File: config.mk
export PLATFORM = sky130hd
export DESIGN_NAME = counter_gray_updn
export DESIGN_NICKNAME = d
export VERILOG_FILES = /design/src/rtl/counter_gray_updn.sv
export SDC_FILE = /design/constraint.sdc
export NUM_CORES = 1
export LEC_CHECK = 0
export CAP_MARGIN = 0
export CORE_MARGIN = 1
export CORE_UTILIZATION = 43
export DETAILED_ROUTE_END_ITERATION = 8
export PLACE_DENSITY = 0.75
export SLEW_MARGIN = 5
export SYNTH_ARGS = -nofsm -noshare
export SYNTH_HDL_FRONTEND = slang
export SYNTH_SLANG_ARGS = --single-unit
File: constraint.sdc
create_clock -name clk -period 1.9 [get_ports clk]
set_input_delay 0.285 -clock clk [delete_from_list [all_inputs] [get_ports clk]]
set_output_delay 0.285 -clock clk [all_outputs]
set_load 0.005 [all_outputs]
File: src/rtl/counter_gray_updn.sv
`default_nettype none
// ============================================================================
// Module   : counter_gray_updn
// Purpose  : Up/down Gray counter, registered Gray output (CDC safe); optional
//            self-check output chk_err enabled by macro COUNTER_GRAY_CHK_EN.
// Revision : 1.0 - initial release
// ============================================================================
module counter_gray_updn #(
    parameter int               WIDTH     = 8,
    parameter int               SATURATE  = 0,
    parameter logic [WIDTH-1:0] RESET_VAL = '0
) (
    input  logic             clk,
    input  logic             rst_n,
    input  logic             en,
    input  logic             up,
    input  logic             clr,
    input  logic             ld,
    input  logic             ld_is_gray,
    input  logic [WIDTH-1:0] ld_val,
    output logic [WIDTH-1:0] gray_q,
    output logic [WIDTH-1:0] bin_q,
    output logic             tc,
    output logic             wrap
`ifdef COUNTER_GRAY_CHK_EN
    ,
    output logic             chk_err
`endif
);

    localparam logic [WIDTH-1:0] ALL_ONES   = '1;
    localparam logic [WIDTH-1:0] RESET_GRAY = RESET_VAL ^ (RESET_VAL >> 1);

    function automatic logic [WIDTH-1:0] g2b(input logic [WIDTH-1:0] g);
        logic [WIDTH-1:0] b;
        b[WIDTH-1] = g[WIDTH-1];
        for (int i = WIDTH - 2; i >= 0; i--) begin
            b[i] = b[i+1] ^ g[i];
        end
        return b;
    endfunction

    logic             at_end;
    logic [WIDTH-1:0] bin_next;
    logic [WIDTH-1:0] gray_next;
    logic             wrap_next;

    assign at_end = up ? (bin_q == ALL_ONES) : (bin_q == '0);
    assign tc     = en & at_end;

    always_comb begin
        bin_next  = bin_q;
        wrap_next = 1'b0;
        if (clr) begin
            bin_next = '0;
        end else if (ld) begin
            bin_next = ld_is_gray ? g2b(ld_val) : ld_val;
        end else if (en) begin
            if (at_end) begin
                wrap_next = 1'b1;
                if (SATURATE == 0) begin
                    bin_next = up ? '0 : ALL_ONES;
                end
            end else begin
                bin_next = up ? (bin_q + 1'b1) : (bin_q - 1'b1);
            end
        end
    end

    // Gray is registered from the next binary value, never decoded from bin_q.
    assign gray_next = bin_next ^ (bin_next >> 1);

    always_ff @(posedge clk or negedge rst_n) begin
        if (!rst_n) begin
            bin_q  <= RESET_VAL;
            gray_q <= RESET_GRAY;
            wrap   <= 1'b0;
        end else begin
            bin_q  <= bin_next;
            gray_q <= gray_next;
            wrap   <= wrap_next;
        end
    end

`ifdef COUNTER_GRAY_CHK_EN
    logic             count_step;
    logic             step_d;
    logic [WIDTH-1:0] gray_prev;
    logic             chk_hit;

    assign count_step = en & ~clr & ~ld & ~((SATURATE != 0) & at_end);
    // step_d flags that the last edge was a count step, so gray_q vs gray_prev must differ in one bit.
    assign chk_hit = (g2b(gray_q) != bin_q) |
                     (step_d & ($countones(gray_q ^ gray_prev) != 1));

    always_ff @(posedge clk or negedge rst_n) begin
        if (!rst_n) begin
            chk_err   <= 1'b0;
            step_d    <= 1'b0;
            gray_prev <= RESET_GRAY;
        end else begin
            step_d    <= count_step;
            gray_prev <= gray_q;
            chk_err   <= clr ? 1'b0 : (chk_err | chk_hit);
        end
    end
`endif

endmodule
`default_nettype wire

==> summary.txt, run 1 <==
GRT
  – Number of global-route vias before repair: 1,358
  – Total GRT Usage: 24.59%
  – Largest net degree at the start of global routing: 17
  – Initial antenna violation count: 0
  – First-pass GRT wire length: a little under 6000 um
  – GRT overflow: 0

Placed design
  – GP Congestion: between 0.9 and 1
  – Post-Place Cell Area: 0.001887 sq mm
  – IO Port Bufs: 32
  – Hpwl dp: 2719 um
  – Dpl ws: -641.2 ps

STA
  – Final setup fails: 12
  – Final Slew Violations: 0
  – RSZ-0062 raised after global routing: yes
  – Max_slew headroom: about 63%
  – Tightest Pin Transition: 557.6 ps
  – Fin crit share: 118.6%
  – WHS: 310.0 ps
  – Clock Skew: 5.809 ps
  – Final Worst Setup Slack: -353.6 ps
  – Crit path time final: 2254 ps
  – FMAX: 443.7 MHz
  – Sum of negative setup slack: -2752 ps
  – Final Hold Viols: 0

Clocking
  – Worst-Skew Late Latency: 290 ps
  – CTS tree: yes
  – CTS buffer count: 3
  – Clock sink total: 16
  – Clk root buf: clkbuf_4
  – H-tree Lvls: 1
  – Clock tree buffer depth: 2
  – CTS clk-pin slew, worst paths: around 90 ps

Drt
  – Initial DRT Pass Iterations: 4
  – Final ANT Viol Nets: 0
  – Routed len/inst: 15.17 um
  – DRC viols: 0
  – Via density: between 5 and 6
  – Vias: 1,277
  – Routed wire length: around 3600 um
  – DRT iter0 DRCs: 24

Cells and area
  – Flip-flop and latch area: 402.9 sq um
  – Design area: roughly 0.0021 sq mm
  – Multi-input gate area in the final layout: 929.6 sq um
  – Area Growth Syn to Fin: 68.10%
  – Fillers: 192
  – Share of layout cells above drive strength 1: 42.03%
  – # nets final: 230
  – Diode count: 0

Floorplan
  – Die area: approximately 0.0031 sq mm
  – Die width: 55.86 um
  – Initial Utilization: a little under half
  – Die Ht: 55.86 um
  – Num ports: 33
  – Row Count: 19
  – Core ar.: about 0.0028 sq mm

Job
  – MaxCap Viol Count: 0

Setup path
  – CP Launch Type: flip-flop
  – Crit Path Max Fanout: 3
  – Critical path class: reg2reg
  – Arrival time worst endpoint: 2420 ps
  – Crit path cell chain: nor4_4 > nand2_1 > or4_4 > buf_6 > o21ai_2 > a221oi_2 > a211o_1 > xor2_1
  – Worst Path Required: 2070 ps
  – Slowest stage cell, crit path: or4_4
  – Crit-path max cell delay: approximately 460 ps
  – Critical path capture point type: flip-flop

Synthesis
  – Syn Inst Count: 131
  – Synth top area share: 32.10%
  – Sequential share of the synthesized area: 32.10%
  – Avg Cell Area, Syn: 9.522 sq um
  – Yosys Warn Count: 0
  – Synth area leaders: dfrtp_1 (32%), xor2_1 (11%), ha_1 (6.0%)
  – Net Count, Synth: between 150 and 200
  – Biggest area consumer among synthesized cells: dfrtp_1
  – Yosys cell types: 41
  – Count of state elements after synthesis: 16
  – Synthesized area: 0.001247 sq mm

Power
  – Total power: ~1.4 mW
  – Worst IR Drop VDD: 0.7648 mV
  – Power Dens Cells: 653.7 mW/mm^2
  – Lkg Pwr: 1.001 nW

Status
  – Outcome: finished with violations
  – Violated checks: setup timing

Worst hold path
  – Hold/Removal Path Class: in2async
what timing repair did:
item / 4_1_cts / 5_1_grt
cloned: 0 / 0
pin swaps: 21 / 19
setup buffers: 5 / 2
resized for setup: 35 / 14
hold buffers: 0 / 0
setup endpoints to repair: 17 / 17
layout make-up:
type                    instances  area share [%]
inverters                      12           2.148
well taps                      31           1.850
repair buffers                 77           31.21
multi-input cells              98           44.33
clock buffers                   4           1.253
flip-flops and latches         16           19.21
synth_stat cells, drive strengths merged:
cell / number
dfrtp: 16
xor2: 16
inv: 12
a21oi: 11
nand2: 10
o21ai: 8
ha: 6
xnor2: 5
a21o: 4
buf: 4
nor2: 4
nand2b: 3
nor3: 3
nor4: 3
a221o: 2
a221oi: 2
mux2i: 2
nand3: 2
nand4: 2
nor3b: 2
xor3: 2
a211o: 1
a211oi: 1
a21boi: 1
a22oi: 1
a31oi: 1
and2: 1
and3: 1
and4: 1
clkbuf: 1
fa: 1
nor2b: 1
or4: 1
metrics by stage:
step / std cells / util, %
6_report: 238 / 76.04
5_1_grt: 238 / 76.04
4_1_cts: 237 / 73.32
3_5_place_dp: 230 / 68.42
3_3_place_gp: 230 / 68.42
2_1_floorplan: 131 / -
logic make-up (layout without fill, tap and decap cells):
| kind of cell | count (synthesis) | in the layout | share of synthesized area [%] |
|---|---|---|---|
| AND/OR/NAND/NOR | 34 | 34 | 15.85 |
| AO/OA/AOI/OAI | 32 | 32 | 17.05 |
| XOR/XNOR | 23 | 23 | 19.36 |
| buffers and inverters | 17 | 93 | 6.418 |
| flip-flops | 16 | 16 | 32.10 |
| adder cells (fa/ha/maj) | 7 | 7 | 7.623 |
| multiplexers | 2 | 2 | 1.605 |
cells in the final DEF (no fill, tap or decap), types with 3 or more instances in the layout:
cell type	n
ha_1	5
nor2_1	4
dfrtp_1	14
buf_6	3
o21ai_2	3
a21oi_1	7
xor2_1	15
a21o_1	4
nand2_1	9
buf_4	43
o21ai_1	3
nor4_4	3
inv_1	10
clkdlybuf4s50_1	27
a21oi_2	4
xnor2_1	3
clkbuf_4	3
power breakdown:
group / leakage (nW) / switching (mW) / internal, mW
registers: 0.201 / 0.0364 / 0.394
logic: 0.785 / 0.335 / 0.424
clock network: 0.0150 / 0.0992 / 0.0817
total: 1.00 / 0.471 / 0.900
layer usage:
metal / GRT usage (%) / part of all wire [%] / up-vias
met5: 0 / 0 / -
li1: - / - / 615
met1: 27.14 / 39 / 618
met3: 4.651 / 3.8 / 9
met4: 8.362 / 1.3 / 0
met2: 46.82 / 56 / 35
sequential cells by signal, indices dropped and copies added (netlist names):
| name | cells |
|---|---|
| gray_q | 7 |
| wrap | 1 |
| bin_q | 8 |
final timing paths:
| check | endpoint | cells after the start | start | slack [ps] |
|---|---|---|---|---|
| max in group asynchronous | bin_q[0] | 2 | rst_n | 1400 |
| worst max register to register | gray_q[4] | 8 | bin_q[6] | -350 |
| min in group clk | bin_q[7] | 6 | ld_val[7] | 580 |
| worst min register to register | bin_q[0] | 3 | bin_q[0] | 780 |
| worst max-delay path | gray_q[4] | 8 | bin_q[6] | -350 |
| worst min-delay path | gray_q[3] | 2 | rst_n | 310 |
worst max-delay path, delay by kind of cell (launching register included):
family / cells / cell delay (ps)
simple gates: 3 / 900
compound gates: 3 / 480
xor+xnor: 1 / 180
buf+inv: 1 / 150
flops: 1 / 430
(Power assumes the default switching activity.)
==> run 2, diff against run 1 <==
--- a/config.mk
+++ b/config.mk
@@ -7,9 +7,9 @@
 export LEC_CHECK = 0
 export CAP_MARGIN = 0
 export CORE_MARGIN = 1
-export CORE_UTILIZATION = 43
+export CORE_UTILIZATION = 30
 export DETAILED_ROUTE_END_ITERATION = 8
-export PLACE_DENSITY = 0.75
+export SKIP_LAST_GASP = 1
 export SLEW_MARGIN = 5
 export SYNTH_ARGS = -nofsm -noshare
 export SYNTH_HDL_FRONTEND = slang
==> summary.txt, run 2 (synthesis gave the netlist of run 1 again) <==
Power
  – Worst IR Drop VDD: 0.3063 mV (was 0.7648 mV)
  – Lkg Pwr: 1.044 nW (was 1.001 nW)
  – Power Dens Cells: 677.8 mW/mm^2 (was 653.7 mW/mm^2)

Floorplan
  – Die area: 0.004420 sq mm (was 0.003120 sq mm)
  – Row Count: 23 (was 19)
  – Core ar.: 0.004000 sq mm (was 0.002758 sq mm)
  – Die width: 66.49 um (was 55.86 um)
  – Die Ht: 66.49 um (was 55.86 um)
  – Initial Utilization: 31.19% (was 45.24%)
  – Num ports: 33 (unchanged)

Setup path
  – Arrival time worst endpoint: 2310 ps (was 2420 ps)
  – FF-to-FF Start: bin_q[6] (unchanged)
  – Worst setup path end: gray_q[4] (unchanged)
  – CP bufs+invs: 1 (unchanged)
  – Crit Path Max Fanout: 3 (unchanged)
  – Crit-path max cell delay: 470 ps (was 460 ps)
  – Crit path cell chain: nor4_4 > nand2_1 > or4_4 > nand2b_4 > buf_6 > o21ai_2 > a221o_1 > xor2_1 (was nor4_4 > nand2_1 > or4_4 > buf_6 > o21ai_2 > a221oi_2 > a211o_1 > xor2_1)
  – R2R setup slack: -280 ps (was -350 ps)
  – Critical path capture point type: flip-flop (unchanged)
  – Path depth of the worst reg2reg path: 8 (unchanged)
  – R2R Path End: gray_q[4] (unchanged)
  – Worst Path Required: 2020 ps (was 2070 ps)
  – Critical path origin: bin_q[6] (unchanged)
  – Slowest stage cell, crit path: or4_4 (unchanged)
  – Number of cells on the critical path: 8 (unchanged)
  – CP Launch Type: flip-flop (unchanged)
  – Critical path class: reg2reg (unchanged)
  – CP delay by family, top: simple AND/OR/NAND/NOR gates (unchanged)

Drt
  – Final ANT Viol Nets: 0 (unchanged)
  – DRC viols: 0 (unchanged)
  – Via density: 4.782 (was 5.366)
  – DRT iter0 DRCs: 42 (was 24)
  – Routed wire length: 3581 um (was 3611 um)
  – Vias: 1,248 (was 1,277)
  – Routed len/inst: 13.72 um (was 15.17 um)
  – Initial DRT Pass Iterations: 4 (unchanged)

Cells and area
  – Most flops, register: bin_q (unchanged)
  – Most common cell after layout, fill and taps aside: buf_4 (unchanged)
  – Share of layout cells above drive strength 1: 45.50% (was 42.03%)
  – Biggest regs: bin_q x8, gray_q x7, wrap x1 (unchanged)
  – Multi-input gate area in the final layout: 960.9 sq um (was 929.6 sq um)
  – Area Growth Syn to Fin: 79.34% (was 68.10%)
  – Most frequent cells in the layout: buf_4 (44), clkdlybuf4s50_1 (25), xor2_1 (14) (was buf_4 (43), clkdlybuf4s50_1 (27), xor2_1 (15))
  – Final Non-Filler Cells: 261 (was 238)
  – # nets final: 234 (was 230)
  – Diode count: 0 (unchanged)
  – Fillers: 340 (was 192)
  – Number of flip-flops in the largest register: 8 (unchanged)
  – Design area: 0.002237 sq mm (was 0.002097 sq mm)
  – Flip-flop and latch area: 404.1 sq um (was 402.9 sq um)

Job
  – MaxCap Viol Count: 0 (unchanged)

Clocking
  – Clock sink total: 16 (unchanged)
  – CTS clk-pin slew, worst paths: 60 ps (was 90 ps)
  – CTS tree: yes (unchanged)
  – Clk root buf: clkbuf_8 (was clkbuf_4)
  – Hold-fix buffers, CTS: 0 (unchanged)
  – Worst-Skew Late Latency: 240 ps (was 290 ps)
  – H-tree Lvls: 1 (unchanged)
  – Clock tree buffer depth: 2 (unchanged)
  – CTS buffer count: 3 (unchanged)

STA
  – Clock Skew: 4.435 ps (was 5.809 ps)
  – Tightest Pin Transition: 438.0 ps (was 557.6 ps)
  – Crit path time final: 2182 ps (was 2254 ps)
  – Max_slew headroom: 70.71% (was 62.69%)
  – Sum of negative setup slack: -2246 ps (was -2752 ps)
  – FMAX: 458.3 MHz (was 443.7 MHz)
  – Final Worst Setup Slack: -282.1 ps (was -353.6 ps)
  – WHS: 347.4 ps (was 310.0 ps)
  – Final setup fails: 14 (was 12)
  – Final Slew Violations: 0 (unchanged)
  – RSZ-0062 raised after global routing: yes (unchanged)
  – Fin crit share: 114.8% (was 118.6%)
  – Final Hold Viols: 0 (unchanged)

Status
  – Violated checks: setup timing (unchanged)
  – Outcome: finished with violations (unchanged)

GRT
  – Total GRT Usage: 17.35% (was 24.59%)
  – GRT overflow: 0 (unchanged)
  – Number of global-route vias before repair: 1,278 (was 1,358)
  – Largest net degree at the start of global routing: 11 (was 17)
  – First-pass GRT wire length: 5768 um (was 5954 um)
  – Initial antenna violation count: 0 (unchanged)

Placed design
  – Hpwl dp: 2734 um (was 2719 um)
  – IO Port Bufs: 32 (unchanged)
  – Post-Place Cell Area: 0.001918 sq mm (was 0.001887 sq mm)
  – Dpl cells: 250 (was 230)
  – GP Congestion: 0.8926 (was 0.9212)
  – Dpl ws: -657.0 ps (was -641.2 ps)

Worst hold path
  – Hold/Removal Path Class: in2async (unchanged)
[run 2: repair_timing]
action,in CTS,in global routing
buffers inserted,4,4
pin swaps,18,25
gates resized for setup,30,31
setup endpoints to repair,16,17
[run 2: metrics by stage]
step | total power, mW | utilization [%]
floorplan | 0.7360 | -
global placement | 1.064 | 47.95
detailed placement | 1.077 | 47.95
CTS | 1.422 | 51.61
global route | 1.617 | 55.93
finish | 1.516 | 55.93
[run 2: worst register-to-register path, stage by stage, from the launching register on]
cell      delay [ps]
dfrtp_1          410
nor4_4           310
nand2_1          120
or4_4            470
nand2b_4         100
buf_6             90
o21ai_2           50
a221o_1          360
xor2_1           180
[run 2: worst min path at each step]
stage / startpoint / endpoint / slack [ps]
after floorplan: rst_n / bin_q[0] / -10
after global placement: rst_n / wrap / 620
final: rst_n / wrap / 350
after detailed placement: rst_n / wrap / 620
after global routing: rst_n / wrap / 400
after CTS: rst_n / wrap / 360
[run 2: power breakdown]
part | switching (mW) | leakage [nW] | total (mW) | internal (mW)
Clock | 0.107 | 0.0288 | 0.290 | 0.183
Sequential | 0.0362 | 0.200 | 0.432 | 0.395
Combinational | 0.341 | 0.816 | 0.795 | 0.454
[run 2: routing by layer]
metal / vias up / wire (um) / share of wire, % / GRT usage (%)
li1: 618 / - / - / -
met1: 595 / 1423 / 40 / 20.82
met2: 35 / 1984 / 55 / 32.65
met3: 0 / 173 / 4.8 / 3.082
met4: 0 / 0 / 0 / 2.128
met5: - / 0 / 0 / 0
[run 2: final cells by class]
class / instances / area share (%)
Sequential cell: 16 / 18.06
Timing Repair Buffer: 81 / 31.71
Tap cell: 50 / 2.796
Clock buffer: 4 / 2.461
Inverter: 12 / 2.013
Multi-Input combinational cell: 98 / 42.95
==> run 3, diff against run 2 <==
--- a/config.mk
+++ b/config.mk
@@ -8,7 +8,9 @@
 export CAP_MARGIN = 0
 export CORE_MARGIN = 1
 export CORE_UTILIZATION = 30
+export CTS_CLUSTER_DIAMETER = 40
 export DETAILED_ROUTE_END_ITERATION = 8
+export GPL_TIMING_DRIVEN = 0
 export SKIP_LAST_GASP = 1
 export SLEW_MARGIN = 5
 export SYNTH_ARGS = -nofsm -noshare
==> constraint.sdc (replaced) <==
create_clock -name clk -period 1.8 [get_ports clk]
set_input_delay 0.27 -clock clk [delete_from_list [all_inputs] [get_ports clk]]
set_output_delay 0.27 -clock clk [all_outputs]
set_load 0.005 [all_outputs]
==> summary.txt, run 3 (synthesis gave the netlist of run 1 again) <==
Power
  – Power Dens Cells: 775.3 mW/mm^2 (was 677.8 mW/mm^2)
  – Worst IR Drop VDD: 0.3283 mV (was 0.3063 mV)
  – Lkg Pwr: 0.8752 nW (was 1.044 nW)

Cells and area
  – Fillers: 369 (was 340)
  – Diode count: 0 (unchanged)
  – Flip-flop and latch area: 407.9 sq um (was 404.1 sq um)
  – Most common cell after layout, fill and taps aside: clkdlybuf4s50_1 (was buf_4)
  – Biggest regs: bin_q x8, gray_q x7, wrap x1 (unchanged)
  – Number of flip-flops in the largest register: 8 (unchanged)
  – Area Growth Syn to Fin: 57.67% (was 79.34%)
  – Most frequent cells in the layout: clkdlybuf4s50_1 (23), xor2_1 (15), buf_4 (15) (was buf_4 (44), clkdlybuf4s50_1 (25), xor2_1 (14))
  – # nets final: 204 (was 234)
  – Multi-input gate area in the final layout: 929.6 sq um (was 960.9 sq um)
  – Share of layout cells above drive strength 1: 37.57% (was 45.50%)
  – Most flops, register: bin_q (unchanged)

STA
  – FMAX: 465.8 MHz (was 458.3 MHz)
  – Tightest Pin Transition: 734.6 ps (was 438.0 ps)
  – RSZ-0062 raised after global routing: yes (unchanged)
  – Final Slew Violations: 0 (unchanged)
  – Max_slew headroom: 50.88% (was 70.71%)
  – Sum of negative setup slack: -3381 ps (was -2246 ps)
  – Clock Skew: 3.763 ps (was 4.435 ps)
  – Fin crit share: 119.3% (was 114.8%)
  – Crit path time final: 2147 ps (was 2182 ps)
  – Final Worst Setup Slack: -346.7 ps (was -282.1 ps)
  – WHS: 227.0 ps (was 347.4 ps)
  – Final setup fails: 15 (was 14)
  – Final Hold Viols: 0 (unchanged)

Setup path
  – Arrival time worst endpoint: 2280 ps (was 2310 ps)
  – R2R setup slack: -350 ps (was -280 ps)
  – CP Launch Type: flip-flop (unchanged)
  – Crit Path Max Fanout: 3 (unchanged)
  – Critical path capture point type: flip-flop (unchanged)
  – Critical path class: reg2reg (unchanged)
  – Worst Path Required: 1930 ps (was 2020 ps)
  – R2R Path End: gray_q[4] (unchanged)
  – Path depth of the worst reg2reg path: 8 (unchanged)
  – FF-to-FF Start: bin_q[5] (was bin_q[6])

Drt
  – Via density: 5.030 (was 4.782)
  – DRC viols: 0 (unchanged)
  – Vias: 1,162 (was 1,248)
  – Initial DRT Pass Iterations: 4 (unchanged)
  – Routed wire length: 3394 um (was 3581 um)
  – DRT iter0 DRCs: 18 (was 42)
  – Routed len/inst: 14.69 um (was 13.72 um)
  – Final ANT Viol Nets: 0 (unchanged)

Floorplan
  – Row Count: 23 (unchanged)
  – Num ports: 33 (unchanged)
  – Core ar.: 0.004000 sq mm (unchanged)
  – Initial Utilization: 31.19% (unchanged)
  – Die Ht: 66.49 um (unchanged)
  – Die width: 66.49 um (unchanged)
  – Die area: 0.004420 sq mm (unchanged)

Clocking
  – Clock sink total: 16 (unchanged)
  – CTS clk-pin slew, worst paths: 60 ps (about the same)
  – H-tree Lvls: 1 (unchanged)
  – CTS tree: yes (unchanged)
  – Clk root buf: clkbuf_8 (unchanged)
  – Hold-fix buffers, CTS: 0 (unchanged)
  – CTS buffer count: 3 (unchanged)
  – Clock tree buffer depth: 2 (unchanged)
  – Worst-Skew Late Latency: 250 ps (was 240 ps)

Placed design
  – Hpwl dp: 2246 um (was 2734 um)
  – GP Congestion: 0.8389 (was 0.8926)
  – Dpl ws: -1076 ps (was -657.0 ps)
  – IO Port Bufs: 29 (was 32)

Worst hold path
  – Min-delay src: clr
  – Hold/Removal Path Class: in2reg (was in2async)
  – Worst hold stages: 2
  – Worst hold endpoint: bin_q[0]

GRT
  – Number of global-route vias before repair: 1,144 (was 1,278)
  – First-pass GRT wire length: 5257 um (was 5768 um)
  – Total GRT Usage: 15.89% (was 17.35%)
  – Initial antenna violation count: 0 (unchanged)
  – GRT overflow: 0 (unchanged)
  – Largest net degree at the start of global routing: 17 (was 11)

Status
  – Outcome: finished with violations (unchanged)
  – Violated checks: setup timing (unchanged)

Job
  – MaxCap Viol Count: 0 (unchanged)
run 3: cell count changes in the layout (fill, tap and decap cells not counted), moves of 3 or more:
cell,change
dfrtp_2,+3
a21oi_2,+3
buf_4,-29
dfrtp_1,-3
a21oi_1,-3
run 3: area by class of cell:
cell class	instances	share of cell area, %
repair buffers	46	21.95
inverters	12	2.290
clock buffers	4	2.799
well taps	50	3.181
multi-input cells	98	47.26
flip-flops and latches	16	20.74
plain buffers	5	1.781
run 3: through the flow:
stage | utilization [%] | cells | total power, mW | area [sq um]
after floorplan | - | 131 | 0.7843 | 1269
after global placement | 40.54 | 210 | 1.002 | 1622
after detailed placement | 40.54 | 210 | 1.015 | 1622
after CTS | 46.61 | 228 | 1.454 | 1864
after global routing | 49.17 | 231 | 1.613 | 1967
final | 49.17 | 231 | 1.525 | 1967
run 3: worst max path at each step:
| stage | start | endpoint | slack, ps | cells past startpoint |
|---|---|---|---|---|
| 4_1_cts | bin_q[5] | gray_q[4] | -460 | 8 |
| 3_3_place_gp | up | gray_q[4] | -1030 | 10 |
| 5_1_grt | bin_q[3] | gray_q[4] | -430 | 8 |
| 6_report | bin_q[5] | gray_q[4] | -350 | 8 |
| 2_1_floorplan | bin_q[4] | gray_q[4] | -180 | 7 |
| 3_5_place_dp | up | gray_q[4] | -1080 | 10 |
run 3: report_power, final:
group	total, mW	leakage [nW]	switching (mW)	internal [mW]
Clock	0.316	0.0288	0.122	0.194
Sequential	0.462	0.196	0.0434	0.419
Combinational	0.746	0.651	0.332	0.414
run 3: layer usage:
metal,wire length (um),global-route usage (%),vias to the layer above
met5,0,0,-
met1,1310,18.08,562
met4,30,3.191,0
met3,145,2.568,4
met2,1908,30.74,38
li1,-,-,558
run 3: what timing repair did:
| item | CTS | global route |
|---|---|---|
| setup endpoints to repair | 17 | 17 |
| hold endpoints to repair | 0 | 0 |
| gates cloned | 0 | 0 |
| gates resized for setup | 47 | 19 |
| setup buffers | 20 | 3 |
| pin swaps | 19 | 17 |
run 3: critical path: stages, from the launching register on:
cell,delay (ps)
dfrtp_2,430
nor4_4,290
nand2_1,100
or4_4,460
buf_6,150
o21ai_4,50
a221oi_2,70
a211o_1,310
xor2_1,160
